==> src/rtl/hmmm_alu_pkg.sv <==
// hmmm_alu_pkg: shared op/state encodings and overflow constants for hmmm_seq_alu.
package hmmm_alu_pkg;

    typedef enum logic [2:0] {
        OP_ADD = 3'd0,
        OP_SUB = 3'd1,
        OP_MUL = 3'd2,
        OP_DIV = 3'd3,
        OP_MOD = 3'd4
    } op_e;

    typedef enum logic [1:0] {
        IDLE = 2'd0,
        CALC = 2'd1,
        FIX  = 2'd2
    } state_e;

    // Most negative two's-complement value of a w-bit word (zero-extended to 64 bits).
    function automatic logic [63:0] signed_min(input int w);
        return 64'd1 << (w - 1);
    endfunction

endpackage

==> src/rtl/hmmm_seq_divider.sv <==
// hmmm_seq_divider: restoring unsigned divider core, one quotient bit per cycle.
// The first bit is resolved on the start edge, so the remaining WIDTH-1 bits
// follow on consecutive cycles. done is high during the cycle whose closing
// edge produces the final bit; quotient/remainder are valid from the next cycle.
module hmmm_seq_divider #(
    parameter int  WIDTH = 16,
    localparam int CNT_W = $clog2(WIDTH + 1)
) (
    input  logic             clk,
    input  logic             reset,
    input  logic             start,
    input  logic [WIDTH-1:0] dividend,
    input  logic [WIDTH-1:0] divisor,
    output logic [WIDTH-1:0] quotient,
    output logic [WIDTH-1:0] remainder,
    output logic             done
);

    logic [WIDTH-1:0] dvs_q;
    logic [CNT_W-1:0] cnt;
    logic             run;

    // One restoring step: shift in the next dividend bit, subtract if it fits.
    function automatic logic [2*WIDTH-1:0] div_step(input logic [WIDTH-1:0] rem,
                                                    input logic [WIDTH-1:0] quo,
                                                    input logic [WIDTH-1:0] dvs);
        logic [WIDTH:0]   trial;
        logic [WIDTH-1:0] rem_n;
        logic             fits;
        trial = {rem, quo[WIDTH-1]};
        fits  = (trial >= {1'b0, dvs});
        rem_n = fits ? WIDTH'(trial - {1'b0, dvs}) : trial[WIDTH-1:0];
        return {rem_n, quo[WIDTH-2:0], fits};
    endfunction

    assign done = run && (cnt == CNT_W'(1));

    // Load and resolve the top bit on start, then iterate until the down-counter expires.
    always_ff @(posedge clk) begin
        if (reset) begin
            run       <= 1'b0;
            cnt       <= '0;
            dvs_q     <= '0;
            quotient  <= '0;
            remainder <= '0;
        end else if (start) begin
            {remainder, quotient} <= div_step('0, dividend, divisor);
            dvs_q <= divisor;
            cnt   <= CNT_W'(WIDTH - 1);
            run   <= 1'b1;
        end else if (run) begin
            {remainder, quotient} <= div_step(remainder, quotient, dvs_q);
            cnt <= cnt - CNT_W'(1);
            if (cnt == CNT_W'(1)) begin
                run <= 1'b0;
            end
        end
    end

endmodule

==> src/rtl/hmmm_seq_alu.sv <==
// hmmm_seq_alu: multi-cycle signed ALU (add/sub/mul/div/mod) with start/busy/done.
// Optional build macro HMMM_ALU_EARLY_TERM_EN: multiply stops as soon as the
// remaining multiplier bits are zero; results and flags are unchanged.
//
// state | meaning
// IDLE  | waiting for start; add/sub/illegal complete here in one cycle
// CALC  | one shift-add (mul) or restoring (div/mod) iteration per cycle
// FIX   | sign correction, flag generation, done pulse
module hmmm_seq_alu
    import hmmm_alu_pkg::*;
#(
    parameter int  WIDTH = 16,
    localparam int CNT_W = $clog2(WIDTH + 1)
) (
    input  logic             clk,
    input  logic             reset,
    input  logic             start,
    input  logic [2:0]       op,
    input  logic [WIDTH-1:0] a,
    input  logic [WIDTH-1:0] b,
    output logic [WIDTH-1:0] result,
    output logic             zero,
    output logic             carry,
    output logic             err,
    output logic             busy,
    output logic             done
);

    localparam logic [WIDTH-1:0] MIN_VAL = WIDTH'(signed_min(WIDTH));

    state_e             state;
    logic [2:0]         op_q;
    logic               neg_q;
    logic               a_neg_q;
    logic               b_zero_q;
    logic [2*WIDTH-1:0] mul_acc;
    logic [2*WIDTH-1:0] mul_add;
    logic [WIDTH-1:0]   mul_rem;
    logic [CNT_W-1:0]   cnt;

    logic [WIDTH-1:0]   a_mag, b_mag;
    logic [WIDTH-1:0]   as_res;
    logic               as_ovf;
    logic [2*WIDTH-1:0] prod;
    logic               mul_ovf;
    logic               mul_last;
    logic               mul_skip;
    logic [WIDTH-1:0]   quo_mag, rem_mag, quo_s, rem_s;
    logic               div_start, div_done;

    assign a_mag = a[WIDTH-1] ? -a : a;
    assign b_mag = b[WIDTH-1] ? -b : b;

    // Add/sub: overflow when the effective operand signs agree but the result sign differs.
    always_comb begin
        as_res = '0;
        as_ovf = 1'b0;
        if (op == OP_SUB) begin
            as_res = a - b;
            as_ovf = (a[WIDTH-1] != b[WIDTH-1]) && (as_res[WIDTH-1] != a[WIDTH-1]);
        end else begin
            as_res = a + b;
            as_ovf = (a[WIDTH-1] == b[WIDTH-1]) && (as_res[WIDTH-1] != a[WIDTH-1]);
        end
    end

    assign prod    = neg_q ? -mul_acc : mul_acc;
    assign mul_ovf = !((prod[2*WIDTH-1:WIDTH-1] == '0) || (prod[2*WIDTH-1:WIDTH-1] == '1));
    assign quo_s   = neg_q ? -quo_mag : quo_mag;
    assign rem_s   = a_neg_q ? -rem_mag : rem_mag;

`ifdef HMMM_ALU_EARLY_TERM_EN
    assign mul_skip = (b_mag[WIDTH-1:1] == '0);
    assign mul_last = (mul_rem[WIDTH-1:1] == '0);
`else
    assign mul_skip = 1'b0;
    assign mul_last = (cnt == CNT_W'(1));
`endif

    assign div_start = (state == IDLE) && start && ((op == OP_DIV) || (op == OP_MOD));

    hmmm_seq_divider #(.WIDTH(WIDTH)) u_div (
        .clk       (clk),
        .reset     (reset),
        .start     (div_start),
        .dividend  (a_mag),
        .divisor   (b_mag),
        .quotient  (quo_mag),
        .remainder (rem_mag),
        .done      (div_done)
    );

    // Control FSM with registered result, flags and handshake outputs.
    always_ff @(posedge clk) begin
        if (reset) begin
            state    <= IDLE;
            result   <= '0;
            zero     <= 1'b0;
            carry    <= 1'b0;
            err      <= 1'b0;
            busy     <= 1'b0;
            done     <= 1'b0;
            op_q     <= '0;
            neg_q    <= 1'b0;
            a_neg_q  <= 1'b0;
            b_zero_q <= 1'b0;
            mul_acc  <= '0;
            mul_add  <= '0;
            mul_rem  <= '0;
            cnt      <= '0;
        end else begin
            done <= 1'b0;
            case (state)
                IDLE: begin
                    if (start) begin
                        op_q <= op;
                        case (op)
                            OP_ADD, OP_SUB: begin
                                result <= as_res;
                                zero   <= (as_res == '0);
                                carry  <= as_ovf;
                                err    <= 1'b0;
                                done   <= 1'b1;
                            end
                            OP_MUL: begin
                                // Bit 0 of the multiplier is consumed on the accept edge.
                                neg_q   <= a[WIDTH-1] ^ b[WIDTH-1];
                                mul_acc <= b_mag[0] ? {{WIDTH{1'b0}}, a_mag} : '0;
                                mul_add <= {{(WIDTH-1){1'b0}}, a_mag, 1'b0};
                                mul_rem <= b_mag >> 1;
                                cnt     <= CNT_W'(WIDTH - 1);
                                busy    <= 1'b1;
                                state   <= mul_skip ? FIX : CALC;
                            end
                            OP_DIV, OP_MOD: begin
                                neg_q    <= a[WIDTH-1] ^ b[WIDTH-1];
                                a_neg_q  <= a[WIDTH-1];
                                b_zero_q <= (b == '0);
                                busy     <= 1'b1;
                                state    <= CALC;
                            end
                            default: begin
                                result <= '0;
                                zero   <= 1'b0;
                                carry  <= 1'b0;
                                err    <= 1'b1;
                                done   <= 1'b1;
                            end
                        endcase
                    end
                end
                CALC: begin
                    if (op_q == OP_MUL) begin
                        if (mul_rem[0]) begin
                            mul_acc <= mul_acc + mul_add;
                        end
                        mul_add <= mul_add << 1;
                        mul_rem <= mul_rem >> 1;
                        cnt     <= cnt - CNT_W'(1);
                        if (mul_last) begin
                            state <= FIX;
                        end
                    end else if (div_done) begin
                        state <= FIX;
                    end
                end
                FIX: begin
                    busy  <= 1'b0;
                    done  <= 1'b1;
                    state <= IDLE;
                    if (op_q == OP_MUL) begin
                        result <= prod[WIDTH-1:0];
                        zero   <= (prod[WIDTH-1:0] == '0);
                        carry  <= mul_ovf;
                        err    <= 1'b0;
                    end else if (b_zero_q) begin
                        result <= '0;
                        zero   <= 1'b0;
                        carry  <= 1'b0;
                        err    <= 1'b1;
                    end else if (op_q == OP_DIV) begin
                        // Only MIN / -1 yields a positive quotient magnitude equal to MIN.
                        result <= quo_s;
                        zero   <= (quo_s == '0);
                        carry  <= !neg_q && (quo_mag == MIN_VAL);
                        err    <= 1'b0;
                    end else begin
                        result <= rem_s;
                        zero   <= (rem_s == '0);
                        carry  <= 1'b0;
                        err    <= 1'b0;
                    end
                end
                default: state <= IDLE;
            endcase
        end
    end

endmodule

==> config.mk <==
export PLATFORM = sky130hd
export DESIGN_NAME = hmmm_seq_alu
export DESIGN_NICKNAME = d
export VERILOG_FILES = /design/src/rtl/hmmm_alu_pkg.sv /design/src/rtl/hmmm_seq_divider.sv /design/src/rtl/hmmm_seq_alu.sv
export SDC_FILE = /design/constraint.sdc
export NUM_CORES = 1
export LEC_CHECK = 0
export ABC_CLOCK_PERIOD_IN_PS = 12900
export CAP_MARGIN = 25
export CORE_UTILIZATION = 35
export DETAILED_ROUTE_END_ITERATION = 7
export GPL_TIMING_DRIVEN = 0
export SLEW_MARGIN = 20
export SYNTH_ARGS = -nofsm -noshare
export SYNTH_HDL_FRONTEND = slang
export SYNTH_HIERARCHICAL = 1
export SYNTH_SLANG_ARGS = --single-unit
==> constraint.sdc <==
create_clock -name clk -period 12.9 [get_ports clk]
set_clock_uncertainty 0.15 [all_clocks]
set_input_delay 3.87 -clock clk [delete_from_list [all_inputs] [get_ports clk]]
set_output_delay 3.87 -clock clk [all_outputs]
set_load 0.01 [all_outputs]
# [After elaboration in Yosys (flattened, before gate mapping)]
# Cells that the tools add are included.
[totals] register_bits=168 input_bits=38
[classes] reduce_logical=33 mux=71 eq_ne=24 magnitude_cmp=2 bitwise=1 add_sub_neg=12
[op_table] op="two-way mux 16 bit" n=19
[op_table] op="two-way mux 32 bit" n=8
[op_table] op="one-hot mux 32 bit (2 select lines)" n=2
[op_table] op="one-hot mux 16 bit (2 select lines)" n=3
[op_table] op="zero test 16 bit" n=5
[op_table] op="negator 16 bit" n=4
[op_table] op="adder 32 bit" n=1
[op_table] op="negator 32 bit" n=1
[op_table] op="subtractor 16 bit" n=2
[op_table] op="two-way mux 1 bit" n=19
[op_table] op="== test 17 bit, second input constant" n=1
[op_table] op=">= comparator 17 x 16 -> 1 bit" n=1
[op_table] op="zero test 17 bit" n=1
[op_table] op="adder 16 bit" n=1
[op_table] op="== test 16 bit, second input constant" n=1
[op_table] op=">= comparator 1 x 16 -> 1 bit" n=1
[op_table] op="one-hot mux 1 bit (2 select lines)" n=8
[op_table] op="subtractor 1 x 16 -> 16 bit" n=1
[op_table] op="two-way mux 5 bit" n=3
[op_table] op="== test 3 x 2 -> 1 bit, second input constant" n=4
[op_table] op="AND reduction 3 bit" n=4
[op_table] op="== test 5 x 1 -> 1 bit, second input constant" n=2
[op_table] op="two-way mux 2 bit" n=5
[op_table] op="inequality test 2 bit, second input constant" n=5
[op_table] op="24 further kinds" n=41

# [Logic depth before layout (Yosys ltp)]
[depth] depth_word=7 ltp_mapped=13 ltp_nobuf=13

# [Cells and area by module]
# Netlist, hierarchy kept.
[modules_own_cells] module="hmmm_seq_alu" cells_per_inst=1461 instances=1 area_each_um2=10581.4 seq_area_each_um2=2242.2
[modules_own_cells] module="hmmm_seq_divider" cells_per_inst=477 instances=1 area_each_um2=3846.2 seq_area_each_um2=1081.0

# [Least setup slack after synthesis]
# Ideal clock, no wire load.
[synth_path] path_type="input to register" start="in a[7]" end="reg u_div.remainder[7]" path_slack_ns=5.810 stages=11 setup_ns=0.116 arrival_ns=6.824 cell_sequence="or4_1 > or4_1 > nor4b_1 > inv_1 > ha_1 > nor2b_1 > o21a_1 > o2111ai_1 > a21oi_1 > a41o_1 > a31o_2"
[synth_between] elab_chain_cells=5 word_cells_on_any_way=6
[synth_lines] item="start, declared" line="hmmm_seq_alu.sv:19" source="input logic [WIDTH-1:0] a,"
[synth_lines] item="negator 16 bit (*)" line="hmmm_seq_alu.sv:51" source="assign a_mag = a[WIDTH-1] ? -a : a;"
[synth_lines] item="two-way mux 16 bit (*)" line="hmmm_seq_alu.sv:51"
[synth_lines] item="via a_mag[15]" line="hmmm_seq_alu.sv:41" source="logic [WIDTH-1:0] a_mag, b_mag;"
[synth_lines] item="subtractor 1 x 16 -> 16 bit / >= comparator 1 x 16 -> 1 bit (equally long branches)" line="hmmm_seq_divider.sv:32, hmmm_seq_divider.sv:31"
[synth_lines] item="two-way mux 16 bit (*)" line="hmmm_seq_divider.sv:32" source="rem_n = fits ? WIDTH'(trial - {1'b0, dvs}) : trial[WIDTH-1:0];"
[synth_lines] item="two-way mux 16 bit (*)" line="hmmm_seq_divider.sv:46" source="end else if (start) begin"
[synth_lines] item="end signal, assigned" line="hmmm_seq_divider.sv:47" source="{remainder, quotient} <= div_step('0, dividend, divisor);"
[synth_lines] item="end signal, assigned" line="hmmm_seq_divider.sv:52" source="{remainder, quotient} <= div_step(remainder, quotient, dvs_q);"
[synth_lines] item="end, declared" line="hmmm_seq_divider.sv:15" source="output logic [WIDTH-1:0] remainder,"
# Mark *: on every way through the listed nets, which the timed path passes. The rest lies on a longest branch.
# A chain may end at the register's enable or synchronous reset.

# [Worst setup path after layout]
[layout_path] start="in a[5]" end="reg u_div.remainder[7]"
# The elaborated chain is that of the path after synthesis.

==> summary.txt <==
Run status
  • Outcome: finished, violations left
  • Failing checks: DRC

Global routing
  • Overflow after GRT: 0
  • GRT Total Usage: 24.98%
  • Number of global-route vias before repair: 13880
  • Global-route wire length before repair: a little over 80000 um
  • Largest net degree at the start of global routing: 17
  • Initial antenna violation count: 0

Logic synthesis
  • Area of the mapped netlist: around 14000 um^2
  • Post-Syn Instances: ~1900
  • Syn_area_per_cell: roughly 7.4 um^2
  • Distinct cell type count after synthesis: approximately 100
  • Share of the yosys chip area belonging to registers: roughly 23%
  • Mapped Nets: a little over 2000
  • Seq cells post-synth: 166
  • Share of synthesized registers carrying an async set or reset: 0%
  • Synth Flop Type: dfxtp_1
  • Yosys warning count: 6
  • Number of enable flip-flop cells after synthesis: 0

Floorplan
  • # rows: 74
  • Die Height: roughly 200 um
  • Core area: just over 40000 um^2
  • Die ar.: 42040 um^2
  • Top Ports: 59
  • Die Wd: ~210 um
  • Starting Density: between 30 and 40%

Setup path
  • Startpoint types: input pin
  • Type of the worst setup path: input pin to register
  • Req. time, crit path: around 13 ns
  • Cells along the critical path: clkdlybuf4s50_1, or4_1, or4_1, nor4b_2, buf_2, inv_1, ha_1, nor2b_1, o21a_1, o2111ai_1, a21oi_1, a41o_1, a31o_2
  • Slowest cell on crit path: or4_1
  • Max Fanout on Critical Path: 7
  • Crit-path max cell delay: around 0.62 ns
  • CP Data Arrival Time: between 8 and 9 ns
  • CP Capture Type: register
  • Top cell by count, worst path: or4_1

Pwr
  • Gate power share: 47.5%
  • PD cells: 131.0 nW/um^2
  • Share of power burned in registers: between 20% and 30%
  • Leakage: between 6 and 7 nW
  • Total power: ~2.1 mW
  • Switch share: roughly 44%
  • Internal Power: between 1 and 1.5 mW
  • Sw power: 0.9423 mW
  • Clock network power share: 24.2%
  • Worst-case vdd ir drop: between 0.09 and 0.1 mV

Routing
  • Vias per cell: 5.968
  • Final ANT Viol Nets: 0
  • Iteration-0 DRC Markers: ~1600
  • Wire per inst: between 20 and 25 um
  • Final wirelength: roughly 53000 um
  • DR pass1 iterations: 7
  • Vias: approximately 15000
  • DRC viols: 2

STA
  • Final slew viol count: 0
  • Worst-Margin Slew: 0.9683 ns
  • Post-route setup slack: around 5 ns
  • RSZ-0062 raised after global routing: false
  • Final setup vio count: 0
  • Final Hold Vio Count: 0
  • Fmax achieved: about 130 MHz
  • Final worst-path cycle share: ~60%
  • Post-layout min period: 7.926 ns
  • Setup TNS: 0 ns
  • Max-slew headroom: a little over a third

Placement
  • Detailed Place HPWL: around 42000 um
  • # port buffers: between 50 and 60
  • Post-Place Setup Slack: between 4 and 5 ns
  • Gp weighted congestion: 0.9440
  • Post-placement cell count: between 2000 and 3000
  • Placed Area: about 16000 um^2

Clocking
  • Post-cts resize count: 0
  • Root buffer cell: clkbuf_16
  • CTS tree: done
  • Post-CTS Setup Repair Bufs: 0
  • CTS Buf Count: 17
  • CTS Hold Bufs: 0
  • H-tree levels: 4
  • Longest Clk Path Bufs: 2
  • Reg clk slew, reported paths: roughly 0.07 ns
  • Clock latency on the worst-skew pair: 0.47 ns
  • Clock Sinks: ~170

Cells and area
  • Diode count: 0
  • Area taken by multi-input logic gates: approximately 10000 um^2
  • Register area: around 3300 um^2
  • Final Non-Filler Cells: about 2600
  • Nets@finish: about 2100
  • Syn-to-layout area delta: 12.57%
  • Number of fill cells: ~4300
  • Design area: ~16000 um^2
  • Ratio of cells with drive above 1 in the final layout: between 5 and 6%

Worst hold path
  • Hold Path Class: register to register

Flow run
  • Max-cap viol count: 0
cell usage in the layout, fill, tap and decap left out, types with 24 or more instances in the layout:
cell type        instances
a211oi_1                32
a21oi_1                145
clkbuf_1                81
clkdlybuf4s50_1         55
dfxtp_1                166
ha_1                    89
inv_1                   87
mux2i_1                 44
nand2_1                154
nand2b_1                32
nand3_1                 42
nor2_1                 259
nor2b_1                 24
nor3_1                  61
o21ai_0                 90
o31ai_1                 29
or3_1                   39
xnor2_1                 81
xor2_1                  46
critical path, delay by kind of cell:
family / cells / cell delay (ns)
AOI/OAI and AO/OA: 5 / 1.11
adders and majority gates: 1 / 0.30
and+or+nand+nor: 4 / 1.91
buffers and inverters: 3 / 0.93
layer usage:
| layer | routed length, um | up-vias | track usage, % |
|---|---|---|---|
| li1 | - | 7213 | - |
| met1 | 23750 | 7384 | 33.71 |
| met2 | 24220 | 598 | 40.23 |
| met3 | 3341 | 84 | 2.895 |
| met4 | 1817 | 0 | 10.08 |
| met5 | 0 | - | 0 |
kinds of logic after synthesis:
group | count (synthesis) | synth area share (%)
and+or+nand+nor | 749 | 25.90
buffers and inverters | 199 | 5.437
xor gates and xnor gates | 127 | 7.710
muxes | 50 | 3.521
AOI/OAI and AO/OA | 554 | 26.13
DFF | 166 | 23.03
adders and majority gates | 93 | 8.273
cells in the mapped netlist, drive strengths merged, types with 13 or more instances:
cell | number | area share [%]
a32oi | 13 | 0.79
nor4 | 25 | 1.4
nand4 | 18 | 0.78
o21a | 14 | 0.73
o22ai | 16 | 0.69
a21o | 22 | 1.1
a22o | 14 | 0.85
mux2i | 44 | 3.1
xnor2 | 81 | 4.9
nand2 | 156 | 4.1
a221oi | 14 | 0.85
ha | 89 | 7.7
nand2b | 32 | 1.4
a22oi | 17 | 0.88
nor3 | 68 | 2.6
o21bai | 14 | 0.73
buf | 32 | 1.1
or3 | 40 | 1.8
a211oi | 33 | 1.8
a31oi | 16 | 0.69
a21oi | 147 | 5.2
xor2 | 46 | 2.8
o21ai | 106 | 3.8
clkbuf | 80 | 2.1
nor2 | 259 | 6.7
inv | 87 | 2.3
or4 | 17 | 0.91
o31ai | 31 | 1.7
dfxtp | 166 | 23
nor2b | 24 | 1.0
nand3 | 45 | 1.7
layout make-up:
cell class                 count  share of cell area (%)
multi-input combinational   1573                   63.61
sequential                   166                   20.46
tap                          532                   4.098
timing repair buffer          58                   3.497
buffer                       112                   2.820
clock buffer                  18                   2.642
inverter                      87                   2.011
clock inverter                14                  0.8628
stage by stage:
step	hold slack [ns]	util (%)
floorplan	0.2822	-
global placement	0.2918	38.40
global route	0.3259	39.87
detailed placement	0.2984	38.47
finish	0.3041	39.87
CTS	0.3079	39.87
sequential cells by signal (all words and copies together), names as in the netlist, 2 cells and up:
signal           count
mul_rem             15
mul_acc             32
u_div/remainder     16
op_q                 3
mul_add             31
u_div/quotient      16
state                2
u_div/cnt            5
cnt                  5
u_div/dvs_q         16
result              16
power by group through the flow:
stage | Sequential [mW] | Combinational [mW] | Clock, mW
3_5_place_dp | 0.615 | 0.980 | 0
4_1_cts | 0.603 | 0.986 | 0.520
2_1_floorplan | 0.594 | 0.715 | 0
3_3_place_gp | 0.614 | 0.972 | 0
6_report | 0.604 | 1.01 | 0.514
5_1_grt | 0.608 | 1.09 | 0.541
path summary, 6_finish.rpt:
check | to | start | depth (start not counted) | slack (ns)
worst max-delay path | u_div/remainder[7] | a[5] | 13 | 4.97
worst min-delay path | mul_rem[5] | mul_rem[5] | 2 | 0.30
worst max register to register | mul_acc[31] | mul_acc[2] | 11 | 9.04
worst min register to register | mul_rem[5] | mul_rem[5] | 2 | 0.30
No activity file was read; power rests on OpenSTA's default activity.
